`config.mk`:
```
export PLATFORM = sky130hd
export DESIGN_NAME = remap_clksel_m
export DESIGN_NICKNAME = d
export VERILOG_FILES = /design/src/rtl/remap_clksel_m.sv
export SDC_FILE = /design/constraint.sdc
export NUM_CORES = 1
export LEC_CHECK = 0
export BUFFER_PORTS_ARGS = -buffer_cell sky130_fd_sc_hd__buf_2
export CORE_ASPECT_RATIO = 0.75
export CORE_MARGIN = 5
export CORE_UTILIZATION = 40
export DETAILED_ROUTE_END_ITERATION = 10
export REMOVE_ABC_BUFFERS = 1
export SLEW_MARGIN = 30
export SYNTH_ARGS = -nofsm -noshare
export SYNTH_HDL_FRONTEND = slang
export SYNTH_SLANG_ARGS = --single-unit
```
`constraint.sdc`:
```
create_clock -name cpu_clk -period 4.15 [get_ports cpu_clk]
set_input_delay 0.2075 -clock cpu_clk [delete_from_list [all_inputs] [get_ports cpu_clk]]
set_output_delay 0.2075 -clock cpu_clk [all_outputs]
set_load 0.02 [all_outputs]
```
`src/rtl/remap_clksel_m.sv`:
```
// Bank remap windows, paged-ROM shadow and HS/LS clock-select FSM for the CPU-side CPLD.
// All decode is combinational on the current bus cycle; state updates on the cpu_clk rising edge.
module remap_clksel_m #(
  parameter int unsigned NUM_WIN     = 4,
  parameter int unsigned ROMSEL_SZ   = 4,
  parameter logic [15:0] ROMSEL_ADDR = 16'hFE30
) (
  input  logic        cpu_clk,
  input  logic        resetb,
  input  logic [15:0] addr,
  input  logic [7:0]  bank_in,
  input  logic        vda,
  input  logic        vpa,
  input  logic        rnw,
  input  logic [7:0]  data_in,
  output logic [7:0]  hiaddr_out,
  output logic        remap_hit,
  output logic        dummy_access,
  output logic        reg_rd_en,
  output logic [7:0]  reg_rd_data,
  output logic        hsclk_sel,
  output logic        hold_active
);

  typedef enum logic [1:0] {StLs = 2'd0, StHs = 2'd1, StHold = 2'd2} state_e;

  localparam logic [8:0] WinEnd = 9'(16 + 4 * NUM_WIN);

  logic                 r_ctrl_en;
  logic [7:0]           r_hold;
  logic [7:0]           r_cnt, w_cnt_d;
  logic [ROMSEL_SZ-1:0] r_romsel;
  state_e               r_state, w_state_d;
  logic [7:0]           r_win_src  [NUM_WIN];
  logic [7:0]           r_win_dest [NUM_WIN];
  logic [7:0]           r_win_cfg  [NUM_WIN];

  logic [7:0]         w_off;
  logic               w_reg, w_reg_wr, w_in_win, w_romsel_wr, w_bbc_write, w_hit, w_hsclk;
  logic [2:0]         w_widx;
  logic [7:0]         w_romsel8, w_dest, w_hiaddr, w_rd_data;
  logic [NUM_WIN-1:0] w_match;

  assign w_off       = addr[7:0];
  assign w_reg       = (bank_in[7:6] == 2'b10) && (addr[15:8] == 8'h00) && vda;
  assign w_reg_wr    = w_reg && !rnw;
  assign w_in_win    = (w_off >= 8'h10) && ({1'b0, w_off} < WinEnd);
  // Offsets 0x10..0x2F: bits [4:2] rotated by 4 give the window index.
  assign w_widx      = w_off[4:2] + 3'd4;
  assign w_romsel8   = 8'(r_romsel);
  assign w_romsel_wr = vda && !rnw && !bank_in[7] && (addr == ROMSEL_ADDR);

  always_comb begin
    w_match = '0;
    for (int i = 0; i < NUM_WIN; i++) begin
      w_match[i] = r_win_cfg[i][7] && !bank_in[7] && (vda || vpa) &&
                   (addr[15:12] >= r_win_src[i][3:0]) && (addr[15:12] <= r_win_src[i][7:4]) &&
                   (!r_win_cfg[i][5] || (w_romsel8[3:0] == r_win_cfg[i][3:0])) &&
                   (!r_win_cfg[i][6] || rnw);
    end
  end

  // Walk from the top so the lowest matching index is the last to assign.
  always_comb begin
    w_hit  = 1'b0;
    w_dest = 8'h00;
    for (int i = NUM_WIN - 1; i >= 0; i--) begin
      if (w_match[i]) begin
        w_hit  = 1'b1;
        w_dest = r_win_dest[i];
      end
    end
  end

  assign w_hiaddr    = w_hit ? w_dest : bank_in;
  assign w_bbc_write = vda && !rnw && !bank_in[7] && !w_hit && !w_reg;

  always_comb begin
    w_rd_data = 8'h00;
    if (w_in_win) begin
      for (int i = 0; i < NUM_WIN; i++) begin
        if (w_widx == 3'(i)) begin
          case (w_off[1:0])
            2'd0:    w_rd_data = r_win_src[i];
            2'd1:    w_rd_data = r_win_dest[i];
            2'd2:    w_rd_data = r_win_cfg[i];
            default: w_rd_data = 8'h00;
          endcase
        end
      end
    end else begin
      case (w_off)
        8'h00:   w_rd_data = {7'b0, r_ctrl_en};
        8'h01:   w_rd_data = r_hold;
        8'h02:   w_rd_data = {6'b0, r_state};
        8'h03:   w_rd_data = w_romsel8;
        default: w_rd_data = 8'h00;
      endcase
    end
  end

  always_comb begin
    w_hsclk = 1'b0;
    if (!r_ctrl_en || (r_state == StHold)) begin
      w_hsclk = 1'b0;
    end else if (vpa && vda && rnw) begin
      w_hsclk = w_hiaddr[7];
    end else if (bank_in[7] && (vda || vpa)) begin
      w_hsclk = (r_state == StHs);
    end else if (w_hit && rnw) begin
      w_hsclk = (r_state == StHs);
    end else if (!vda && !vpa) begin
      w_hsclk = (r_state == StHs);
    end
  end

  always_comb begin
    w_state_d = r_state;
    w_cnt_d   = r_cnt;
    if (!r_ctrl_en) begin
      w_state_d = StLs;
      w_cnt_d   = 8'h00;
    end else if (w_bbc_write && (r_hold != 8'h00)) begin
      w_state_d = StHold;
      w_cnt_d   = r_hold - 8'h01;
    end else if (r_state == StHold) begin
      if (r_cnt == 8'h00) w_state_d = StLs;
      else                w_cnt_d   = r_cnt - 8'h01;
    end else begin
      w_state_d = w_hsclk ? StHs : StLs;
    end
  end

  always_ff @(posedge cpu_clk or negedge resetb) begin
    if (!resetb) begin
      r_state <= StLs;
      r_cnt   <= 8'h00;
    end else begin
      r_state <= w_state_d;
      r_cnt   <= w_cnt_d;
    end
  end

  always_ff @(posedge cpu_clk or negedge resetb) begin
    if (!resetb) begin
      r_ctrl_en <= 1'b0;
      r_hold    <= 8'h00;
      r_romsel  <= '0;
      for (int i = 0; i < NUM_WIN; i++) begin
        r_win_src[i]  <= 8'h00;
        r_win_dest[i] <= 8'h00;
        r_win_cfg[i]  <= 8'h00;
      end
    end else begin
      if (w_reg_wr && (w_off == 8'h00)) r_ctrl_en <= data_in[0];
      if (w_reg_wr && (w_off == 8'h01)) r_hold    <= data_in;
      for (int i = 0; i < NUM_WIN; i++) begin
        if (w_reg_wr && w_in_win && (w_widx == 3'(i))) begin
          case (w_off[1:0])
            2'd0:    r_win_src[i]  <= data_in;
            2'd1:    r_win_dest[i] <= data_in;
            2'd2:    r_win_cfg[i]  <= {data_in[7:5], 1'b0, data_in[3:0]};
            default: ;
          endcase
        end
      end
      if (w_romsel_wr) r_romsel <= data_in[ROMSEL_SZ-1:0];
    end
  end

  assign hiaddr_out   = w_hiaddr;
  assign remap_hit    = w_hit;
  assign dummy_access = bank_in[7] && (vda || vpa);
  assign reg_rd_en    = w_reg && rnw;
  assign reg_rd_data  = w_rd_data;
  assign hsclk_sel    = w_hsclk;
  assign hold_active  = (r_state == StHold);

endmodule

```
==> results.sh <==
export IMPL_grt_antenna_before_repair=1
export IMPL_worst_path_max_fanout=7
export IMPL_horizontal_die_dimension_um=163.2
export IMPL_seq_area_frac_synth_pct=40.86
export IMPL_syn2layout_area_growth_pct=16.79
export IMPL_critical_path_max_stage_delay_ns=0.62
export IMPL_htree_num_levels=4
export IMPL_synthMostInstantiatedCell="dfrtp_1"
export IMPL_clockBufferDepth=2
export IMPL_setup_slack_ns=0.4332
export IMPL_synthCells=666
export IMPL_place_detailed_hpwl_um=15780
export IMPL_yosys_area_top_type="dfrtp_1"
export IMPL_via_count_of_the_first_global_routing_pass=5691
export IMPL_startpoint="r_win_src[13]$_DFFE_PN0P_"
export IMPL_peakVddDrop_mv=0.2041
export IMPL_fp_dieArea_um2=20390
export IMPL_synth_yosys_warnings=0
export IMPL_cts_setup_buffers=0
export IMPL_routed_wire_length_per_instance_um=22.05
export IMPL_synth_distinct_cells=54
export IMPL_number_of_setup_violations_in_the_final_report=0
export IMPL_arrival_time_at_the_worst_endpoint_ns=3.51
export IMPL_clk_pin_slew_worst_paths_ns=0.06
export IMPL_synth_top_cells_by_area="dfrtp_1, mux2_2, ha_1"
export IMPL_max_slew_worst_pin_slew_ns=0.7663
export IMPL_pin_count=58
export IMPL_crit_family="multiplexers"
export IMPL_dp_slack_ns=0.3234
export IMPL_drt_iter0_markers=566
export IMPL_grt_overflow=0
export IMPL_tns_ns=0
export IMPL_postRouteAntennaNets=0
export IMPL_worst_slew_margin_rel_pct=48.73
export IMPL_fmaxAchievable_mhz=269.0
export IMPL_clock_tree_sinks=115
export IMPL_synth_largest_type_area_fraction_pct=40.86
export IMPL_finalWirelength_um=21500
export IMPL_clock_skew_final_ns=0.008205
export IMPL_gp_congestion=0.8836
export IMPL_route_detailed_drc=0
export IMPL_fin_crit_sh_pct=89.56
export IMPL_groute_usage_overall_pct=21.34
export IMPL_maxCapViolCount=0
export IMPL_start_kind="flip-flop"
export IMPL_cts_buffers_inserted=17
export IMPL_coreArea_um2=17450
export IMPL_clock_insertion_delay_worst_skew_ns=0.41
export IMPL_dieHeight_um=124.9
export IMPL_cell_chain_of_the_critical_path="inv_1, ha_1, nor2b_1, o21ai_0, a21oi_1, a211o_1, nor2_1, mux2_2, mux2i_1, o21ai_0, buf_2"
export IMPL_grt_max_degree=76
export IMPL_timing_hold_worst_class="in2reg"
export IMPL_synthArstFlopShare_pct=100.0
export IMPL_reg2reg_from="r_win_src[8]$_DFFE_PN0P_"
export IMPL_post_layout_nonfiller_instances=975
export IMPL_required_ns=3.94
export IMPL_drive_gt1_share_pct=30.15
export IMPL_pwr_dens_nw_per_um2=352.9
export IMPL_criticalPathCategory="reg2out"
export IMPL_io_buffer_count=57
export IMPL_clockRootBuffer="clkbuf_16"
export IMPL_min_delay_start="data_in[4]"
export IMPL_p_leak_nw=4.022
export IMPL_finish_utilization_pct=47.15
export IMPL_initial_core_utilization_pct=40.37
export IMPL_synth_edf_count=0
export IMPL_result_of_the_run="finished, final reports clean"
export IMPL_ys_seq_elements=115
export IMPL_postSynth_topFlopCell="dfrtp_1"
export IMPL_synth_common_cells="dfrtp_1, mux2_2, nor2_1"
export IMPL_layout_min_cycle_time_ns=3.717
export IMPL_grt_pass1_wl_um=33290
export IMPL_critical_path_endpoint_type="output pin"
export IMPL_timing_hold_violations_final=0
export IMPL_avgViaCountPerCell=5.659
export IMPL_drt_pre_antenna_iters=5
export IMPL_antennaDiodeCount=0
export IMPL_crit_slowest_cell="nor2_1"
export IMPL_fp_row_count=42
export IMPL_syn_cell_area_um2=7043
export IMPL_total_placed_cells_including_tap_cells=942
export IMPL_cts_tree="yes"
export IMPL_grt_setup_unrepaired="false"
export IMPL_critPathBufInv=2
export IMPL_layout_nets=790
export IMPL_final_count_of_pins_violating_max_slew=0
export IMPL_path_common_cell="o21ai_0"
export IMPL_mean_post_synth_cell_area_um2=10.58
export IMPL_num_vias=5518
[sequential cells by signal, summed over array words and instances, names as in the netlist]
| signal | count |
|---|---|
| r_cnt | 8 |
| r_ctrl_en | 1 |
| r_hold | 8 |
| r_romsel | 4 |
| r_state | 2 |
| r_win_cfg | 28 |
| r_win_dest | 32 |
| r_win_src | 32 |
[what timing repair did]
item | in CTS | in global routing
hold endpoints to repair | 39 | 0
setup endpoints to repair | 0 | 1
resized for setup | 0 | 1
hold buffers | 1 | 0
[stage by stage]
stage          total power (W)  area, um^2  hold WS (ns)
3_3_place_gp          0.001324        7564        0.4069
6_report              0.002903        8225        0.1894
4_1_cts               0.002917        8219        0.2009
3_5_place_dp          0.001328        7564        0.4229
2_1_floorplan         0.001208        6913      -0.08809
5_1_grt               0.002989        8225        0.2068
[cell type report]
type / instances / area [um^2]
Inverter: 33 / 123.9
Sequential cell: 115 / 2878
Fill cell: 1647 / 9221
Clock inverter: 12 / 178.9
Timing Repair Buffer: 66 / 361.6
Clock buffer: 20 / 466.7
Multi-Input combinational cell: 487 / 3914
Tap cell: 242 / 302.8
[worst register-to-register path, stage by stage, from the launching register on]
cell,delay (ns)
dfrtp_1,0.39
ha_1,0.27
nand2b_1,0.14
a21o_1,0.17
a21o_1,0.18
a21oi_1,0.30
o211ai_2,0.21
nor3_2,0.44
mux2i_1,0.26
ha_1,0.24
nor3b_1,0.28
nand2_1,0.11
nor3_1,0.22
xor2_1,0.10
o211a_1,0.22
[cell usage in the layout, fill, tap and decap left out, types with 8 or more instances in the layout]
| master | synthesis | final |
|---|---|---|
| mux2_2 | 111 | 111 |
| clkbuf_16 | 0 | 17 |
| a21oi_1 | 35 | 35 |
| nand2b_1 | 8 | 8 |
| nand2_1 | 44 | 44 |
| nor3_1 | 8 | 8 |
| dfrtp_1 | 115 | 115 |
| o21ai_0 | 36 | 36 |
| inv_1 | 33 | 33 |
| buf_2 | 5 | 56 |
| nor2_1 | 46 | 45 |
| mux2i_1 | 41 | 41 |
| a211oi_1 | 8 | 8 |
| xnor2_1 | 14 | 14 |
| buf_4 | 2 | 8 |
| ha_1 | 33 | 33 |
| a22oi_1 | 9 | 9 |
| xor2_1 | 12 | 12 |
[final timing paths]
| path | end | slack, ns | cells past startpoint |
|---|---|---|---|
| setup / recovery | hiaddr_out[3] | 0.43 | 11 |
| hold / removal | r_win_dest[4]$_DFFE_PN0P_ | 0.19 | 2 |
| setup reg to reg | r_cnt[6]$_DFFE_PN0P_ | 0.53 | 14 |
| hold reg to reg | r_win_dest[28]$_DFFE_PN0P_ | 0.52 | 1 |
| max in group asynchronous | r_win_dest[23]$_DFFE_PN0P_ | 2.71 | 3 |
| min in group asynchronous | r_win_src[30]$_DFFE_PN0P_ | 0.40 | 2 |
[per-layer routing]
layer | up-vias | track usage (%) | part of all wire, %
li1 | 2517 | - | -
met4 | 2 | 4.389 | 0.70
met1 | 2765 | 31.90 | 47
met3 | 21 | 5.756 | 9.1
met2 | 213 | 31.07 | 43
met5 | - | 0 | 0.060
[logic make-up (layout without fill, tap and decap cells)]
family          Yosys count  count (layout)  synth area share [%]
compound gates          123             123                 11.19
flops                   115             115                 40.86
buf+inv                  64             131                 3.606
xor+xnor                 26              26                 3.233
mux                     158             158                 25.17
fa+ha+maj                33              33                 5.863
simple gates            147             147                 10.07
[report_power, final]
part           switching, W  internal [W]  total, W
registers      0.0000000469       0.00112   0.00112
clock network      0.000539       0.00105   0.00159
logic              0.000134     0.0000555  0.000189
total              0.000673       0.00223   0.00290
Note: power is estimated with default switching activity, not from simulation.
